===== src/rtl/des_ip_loader_if.sv =====
// Byte-stream input and L0/R0 output handshakes of the DES IP loader.
// The slave modport is the loader; the master modport is whatever feeds and drains it.
interface des_ip_loader_if;
  logic        in_valid;
  logic        in_ready;
  logic [7:0]  in_byte;
  logic        out_valid;
  logic        out_ready;
  logic [31:0] left_half;
  logic [31:0] right_half;
  logic [3:0]  fill_count;

  modport master (
    output in_valid, in_byte, out_ready,
    input  in_ready, out_valid, left_half, right_half, fill_count
  );

  modport slave (
    input  in_valid, in_byte, out_ready,
    output in_ready, out_valid, left_half, right_half, fill_count
  );
endinterface


===== src/rtl/des_ip_loader.sv =====
// Collects 8 bytes into a 64-bit DES block, applies the Initial Permutation and
// holds the registered L0/R0 halves until the round datapath takes them.
module des_ip_loader #(
  parameter bit LSB_FIRST = 1'b0
) (
  input  logic           clk,
  input  logic           rst_n,
  input  logic           abort,
  des_ip_loader_if.slave bus
);

  typedef enum logic [1:0] {
    RST_IDLE = 2'd0,
    LOAD     = 2'd1,
    HOLD     = 2'd2
  } state_t;

  // Zero-based source bit for each permuted bit: Y[i] = X[IP_TABLE[i]].
  localparam logic [5:0] IP_TABLE [64] = '{
    6'd57, 6'd49, 6'd41, 6'd33, 6'd25, 6'd17, 6'd9,  6'd1,
    6'd59, 6'd51, 6'd43, 6'd35, 6'd27, 6'd19, 6'd11, 6'd3,
    6'd61, 6'd53, 6'd45, 6'd37, 6'd29, 6'd21, 6'd13, 6'd5,
    6'd63, 6'd55, 6'd47, 6'd39, 6'd31, 6'd23, 6'd15, 6'd7,
    6'd56, 6'd48, 6'd40, 6'd32, 6'd24, 6'd16, 6'd8,  6'd0,
    6'd58, 6'd50, 6'd42, 6'd34, 6'd26, 6'd18, 6'd10, 6'd2,
    6'd60, 6'd52, 6'd44, 6'd36, 6'd28, 6'd20, 6'd12, 6'd4,
    6'd62, 6'd54, 6'd46, 6'd38, 6'd30, 6'd22, 6'd14, 6'd6
  };

  state_t      state_q, state_d;
  logic [3:0]  fillCount_q, fillCount_d;
  logic [55:0] shift_q, shift_d;
  logic [31:0] leftHalf_q, leftHalf_d;
  logic [31:0] rightHalf_q, rightHalf_d;
  logic        inReady_q, inReady_d;
  logic        outValid_q, outValid_d;

  logic [63:0] blockMsb;
  logic [63:0] blockX;
  logic [63:0] permuted;

  // Oldest byte sits at the top of the shifter, so appending the live byte gives arrival order.
  always_comb begin
    blockMsb = {shift_q, bus.in_byte};
    blockX   = blockMsb;
    if (LSB_FIRST) begin
      for (int k = 0; k < 8; k++) begin
        blockX[8*k +: 8] = blockMsb[56-8*k +: 8];
      end
    end
    permuted = '0;
    for (int i = 0; i < 64; i++) begin
      permuted[6'(i)] = blockX[IP_TABLE[6'(i)]];
    end
  end

  always_comb begin
    state_d     = state_q;
    fillCount_d = fillCount_q;
    shift_d     = shift_q;
    leftHalf_d  = leftHalf_q;
    rightHalf_d = rightHalf_q;

    unique case (state_q)
      RST_IDLE: begin
        state_d     = LOAD;
        fillCount_d = 4'd0;
      end
      LOAD: begin
        if (abort) begin
          fillCount_d = 4'd0;
        end else if (bus.in_valid && inReady_q) begin
          shift_d = {shift_q[47:0], bus.in_byte};
          if (fillCount_q == 4'd7) begin
            state_d     = HOLD;
            fillCount_d = 4'd8;
            leftHalf_d  = permuted[63:32];
            rightHalf_d = permuted[31:0];
          end else begin
            fillCount_d = fillCount_q + 4'd1;
          end
        end
      end
      HOLD: begin
        if (abort || bus.out_ready) begin
          state_d     = LOAD;
          fillCount_d = 4'd0;
        end
      end
      default: begin
        state_d     = RST_IDLE;
        fillCount_d = 4'd0;
      end
    endcase

    // Handshake flags are registered from the next state so they line up with it.
    inReady_d  = (state_d == LOAD);
    outValid_d = (state_d == HOLD);
  end

  always_ff @(posedge clk or negedge rst_n) begin
    if (!rst_n) begin
      state_q     <= RST_IDLE;
      fillCount_q <= 4'd0;
      shift_q     <= '0;
      leftHalf_q  <= '0;
      rightHalf_q <= '0;
      inReady_q   <= 1'b0;
      outValid_q  <= 1'b0;
    end else begin
      state_q     <= state_d;
      fillCount_q <= fillCount_d;
      shift_q     <= shift_d;
      leftHalf_q  <= leftHalf_d;
      rightHalf_q <= rightHalf_d;
      inReady_q   <= inReady_d;
      outValid_q  <= outValid_d;
    end
  end

  assign bus.in_ready   = inReady_q;
  assign bus.out_valid  = outValid_q;
  assign bus.left_half  = leftHalf_q;
  assign bus.right_half = rightHalf_q;
  assign bus.fill_count = fillCount_q;

endmodule


===== src/flat_wrapper.sv =====
// flat-port wrapper written by rule: the top's interface ports become plain ports
module des_ip_loader_flat 
#(
  parameter bit LSB_FIRST = 1'b0
)
  (clk, rst_n, abort, bus_in_valid, bus_in_byte, bus_out_ready, bus_in_ready, bus_out_valid, bus_left_half, bus_right_half, bus_fill_count);
  des_ip_loader_if bus_i ();
  input  logic clk;
  input  logic rst_n;
  input  logic abort;
  input wire logic [$bits(bus_i.in_valid)-1:0] bus_in_valid;
  input wire logic [$bits(bus_i.in_byte)-1:0] bus_in_byte;
  input wire logic [$bits(bus_i.out_ready)-1:0] bus_out_ready;
  output wire logic [$bits(bus_i.in_ready)-1:0] bus_in_ready;
  output wire logic [$bits(bus_i.out_valid)-1:0] bus_out_valid;
  output wire logic [$bits(bus_i.left_half)-1:0] bus_left_half;
  output wire logic [$bits(bus_i.right_half)-1:0] bus_right_half;
  output wire logic [$bits(bus_i.fill_count)-1:0] bus_fill_count;
  assign bus_i.in_valid = bus_in_valid;
  assign bus_i.in_byte = bus_in_byte;
  assign bus_i.out_ready = bus_out_ready;
  assign bus_in_ready = bus_i.in_ready;
  assign bus_out_valid = bus_i.out_valid;
  assign bus_left_half = bus_i.left_half;
  assign bus_right_half = bus_i.right_half;
  assign bus_fill_count = bus_i.fill_count;
  des_ip_loader #(.LSB_FIRST(LSB_FIRST)) u_core (.clk(clk), .rst_n(rst_n), .abort(abort), .bus(bus_i));
endmodule

===== config.mk =====
export PLATFORM = sky130hd
export DESIGN_NAME = des_ip_loader_flat
export DESIGN_NICKNAME = d
export VERILOG_FILES = /design/src/rtl/des_ip_loader_if.sv /design/src/rtl/des_ip_loader.sv /design/src/flat_wrapper.sv
export SDC_FILE = /design/constraint.sdc
export NUM_CORES = 1
export LEC_CHECK = 0
export ABC_AREA = 1
export BUFFER_PORTS_ARGS = -buffer_cell sky130_fd_sc_hd__buf_2
export CAP_MARGIN = 20
export CORE_MARGIN = 5
export CORE_UTILIZATION = 47
export CTS_BUF_LIST = sky130_fd_sc_hd__clkbuf_16
export DETAILED_ROUTE_END_ITERATION = 16
export PLACE_DENSITY = 0.77
export SLEW_MARGIN = 10
export SYNTH_ARGS = -nofsm -noshare
export SYNTH_HDL_FRONTEND = slang
export SYNTH_SLANG_ARGS = --single-unit

===== constraint.sdc =====
create_clock -name clk -period 1.2 [get_ports clk]
set_input_delay 0.06 -clock clk [delete_from_list [all_inputs] [get_ports clk]]
set_output_delay 0.06 -clock clk [all_outputs]
set_load 0.02 [all_outputs]

==> results.txt <==
----------------------------------------------------
[Global route]
  Overflow left after global routing ... 0
  Number of antenna violations at the first check in global routing ... 0
  Wire length of the first global-routing pass ... roughly 11 mm
  Number of global-route vias before repair ... between 2000 and 2500
  Largest net degree at the start of global routing ... between 40 and 50
  Total Routing Usage GR ... 16.7%

[Setup path]
  Count of cells along the worst register-to-register path ... 6
  Required time reported for the critical path endpoint ... 1.46 ns
  Reg-to-reg startpoint ... u_core.bus.fill_count[1]
  Largest stage delay on the critical path ... ~0.39 ns
  Cell occurring most often along the worst timing path ... sky130_fd_sc_hd__nand2_1
  Slowest cell on the critical path ... sky130_fd_sc_hd__dfrtp_2
  Cells traversed along the worst timing path ... ha_4 -> nand3_4 -> buf_12 -> nor2_8 -> nand2_1 -> nand2_1
  Sort of element at the end of the critical path ... register
  Maximum fanout along the worst path ... 8
  Minimum setup slack among reg-to-reg paths ... -0.06 ns
  Endpoint arrival time on the critical path ... between 1.5 and 2 ns
  Setup crit start kind ... register
  Top delay family on crit path ... simple AND/OR/NAND/NOR gates
  Endpoint of the most critical register-to-register path ... u_core.bus.right_half[4]
  CP bufs+invs ... 1
  Type of the worst setup path ... reg2reg

[Run status]
  Status ... complete, but fails checks
  Violations in the final reports ... setup timing

[Finish]
  Final Net Count ... 436
  Count of inserted antenna diode cells ... 0
  Cell area after layout ... approximately 0.0038 mm²
  Proportion of layout cells with a drive suffix above 1 ... between 20% and 30%
  Area growth syn-to-layout ... 27.4%

[Clocking]
  CTS HTree Levels ... 3
  Clk_lat worst skew ... approximately 0.33 ns
  Buffer depth of the longest clock path ... 2
  Clock sink count ... 68
  Clock tree from TritonCTS ... yes
  Number of buffers created by CTS ... 9
  Root buffer cell ... sky130_fd_sc_hd__clkbuf_16
  Clock-pin transition on the worst setup and hold timing paths ... approximately 0.050 ns

[Yosys]
  Synthesized area divided by synthesized cell count ... slightly below 9 µm²
  Synthesized area ... around 0.003 mm²
  Number of cells produced by synthesis ... ~350
  Distinct cells, synth ... 20
  Largest area contributor in the netlist ... sky130_fd_sc_hd__dfrtp_1
  Number of warning messages in the yosys log ... 0
  Top post-synthesis cells by area ... sky130_fd_sc_hd__dfrtp_1 56%, sky130_fd_sc_hd__nand2_1 23%, sky130_fd_sc_hd__buf_4 8.0%, sky130_fd_sc_hd__buf_6 3.4%, sky130_fd_sc_hd__o21ai_0 1.5%
  Proportion of netlist area held by the largest area contributor ... between 50% and 60%
  Fraction of the yosys area taken by sequential cells ... a little under three fifths
  Total of flip-flops plus latches after synthesis ... 68

[Floorplan]
  Placement row count ... 29
  Std-Cell Core Area ... 0.00631 mm²
  Initial cell density of the core ... 47.8%
  I/O pin count ... between 80 and 90
  Die Span X ... approximately 90 µm
  Chip height ... about 90 µm
  DIE AREA ... slightly above 0.008 mm²

[Detailed routing]
  Final antenna-violating net count ... 0
  Count of TritonRoute iterations in the first routing pass ... 4
  Post-Route WL ... ~6.7 mm
  Routed via count ... ~2300
  Routed length per instance ... 13.3 µm
  Drt first-iter violations ... about 120
  DRC errors left ... 0
  Vias per cell ... 4.62

[Min path]
  Min-delay worst type ... in2async

[STA]
  Worst setup skew after layout ... approximately 0.008 ns
  Max-slew violation count ... 0
  Worst Hold Margin ... roughly 0.078 ns
  Hold violation count in the final report ... 0
  Worst-case setup margin in the final layout ... -0.0645 ns
  RSZ-0062 raised after global routing ... yes
  Final sum of negative setup slack ... -1.53 ns
  Final critical delay including setup and external delays ... around 1.3 ns
  Top achievable clock speed ... a little under 800 MHz
  Final worst-path cycle share ... 105%
  Final setup violating endpoints ... 36

[Power]
  Net switching power ... between 0.001 and 0.0015 W
  Share of power burned in the clock network ... approximately 45%
  Power share of the sequential group ... a little under half
  Reported leakage power ... approximately 2.2 nW
  P_int ... roughly 0.0043 W
  Switching Fraction ... roughly a quarter
  Cell Pwr Density ... 1480 mW/mm²
  Proportion of power drawn by combinational gates ... under 10%
  Maximum VDD drop ... about 0.00084 V

[Placement]
  Global placement routability congestion ... between 0.7 and 0.8
  IO Port Bufs ... 46
  Half-perimeter wire length of the detailed placement result ... around 4 mm
  Placed Area ... approximately 0.0033 mm²

[Job]
  Reported max-cap violation count ... 0

----------------------------------------------------
==> state kept, by name, indices dropped and copies added (netlist names) <==
signal / flops
u_core.bus.fill_count: 4
u_core.bus.in_ready: 1
u_core.bus.out_valid: 1
u_core.bus.right_half: 32
u_core.shift_q: 28
u_core.state_q: 2
==> power by group through the flow <==
stage | clock network, W | registers [W] | logic [W]
final | 0.00256 | 0.00262 | 0.000523
after global routing | 0.00271 | 0.00265 | 0.000596
after CTS | 0.00258 | 0.00261 | 0.000490
after detailed placement | 0 | 0.00265 | 0.000460
after global placement | 0 | 0.00264 | 0.000439
after floorplan | 0 | 0.00263 | 0.000384
==> layout make-up <==
cell class	instances	area (µm²)
Tap cell	77	96.3
Timing Repair Buffer	77	589
Clock inverter	7	66.3
Sequential cell	68	1710
Inverter	14	57.6
Multi-Input combinational cell	252	1110
Clock buffer	9	225
Fill cell	560	2460
==> cells by family after synthesis <==
logic type	Yosys count	synth area share, %
flops	68	56.3
fa+ha+maj	1	0.414
buf+inv	58	13.5
other cells	1	0.124
compound gates	14	2.57
simple gates	203	27.0
==> cell usage in the layout, fill, tap and decap left out, types with 3 or more instances in the layout <==
cell type,count
sky130_fd_sc_hd__o21ai_0,7
sky130_fd_sc_hd__clkbuf_16,11
sky130_fd_sc_hd__nand2_1,178
sky130_fd_sc_hd__buf_4,17
sky130_fd_sc_hd__dfrtp_2,4
sky130_fd_sc_hd__nand2_2,6
sky130_fd_sc_hd__dlygate4sd3_1,5
sky130_fd_sc_hd__nand3_1,3
sky130_fd_sc_hd__nor2_1,7
sky130_fd_sc_hd__clkinv_1,3
sky130_fd_sc_hd__conb_1,32
sky130_fd_sc_hd__dfrtp_1,64
sky130_fd_sc_hd__buf_12,6
sky130_fd_sc_hd__inv_1,10
sky130_fd_sc_hd__nor2_4,4
sky130_fd_sc_hd__buf_2,46
sky130_fd_sc_hd__a21oi_1,3
==> worst max path at each step <==
stage / from / end / slack [ns] / depth (start not counted)
global placement: u_core.state_q[1] / u_core.bus.right_half[7] / -0.07 / 7
floorplan: u_core.bus.fill_count[0] / u_core.bus.right_half[0] / -0.04 / 7
finish: u_core.bus.fill_count[1] / u_core.bus.right_half[4] / -0.06 / 6
detailed placement: u_core.state_q[1] / u_core.bus.right_half[4] / -0.14 / 7
global route: u_core.bus.fill_count[1] / u_core.bus.right_half[19] / -0.13 / 7
CTS: u_core.bus.fill_count[1] / u_core.bus.right_half[19] / -0.05 / 7
==> synth_stat cells (all sizes together) <==
cell,count
nand2,187
a21oi,3
conb,1
dfrtp,68
nand4,1
inv,14
nor2,11
o21ai,11
nand3,4
ha,1
buf,44
==> per-layer routing <==
layer	vias up	track usage, %	wire length (µm)
li1	1137	-	-
met1	1107	20.7	2850
met5	-	0	0
met2	70	27.6	3340
met4	0	7.32	93
met3	12	3.92	407
==> stage by stage <==
stage / power [W] / setup WS, ns / instances / util (%)
floorplan: 0.00302 / -0.0404 / 376 / -
global placement: 0.00308 / -0.0688 / 473 / 52.4
detailed placement: 0.00311 / -0.136 / 473 / 52.4
CTS: 0.00569 / -0.0493 / 500 / 59.4
global route: 0.00595 / -0.127 / 504 / 61.0
finish: 0.00571 / -0.0645 / 504 / 61.0
==> repair_timing <==
item,CTS,global route
hold endpoints to repair,76,0
buffers inserted,4,2
pin swaps,11,12
gates resized for setup,6,14
hold buffers,5,0
cloned,2,2
endpoints found under the setup margin,59,68
No activity file was read; power rests on OpenSTA's default activity.
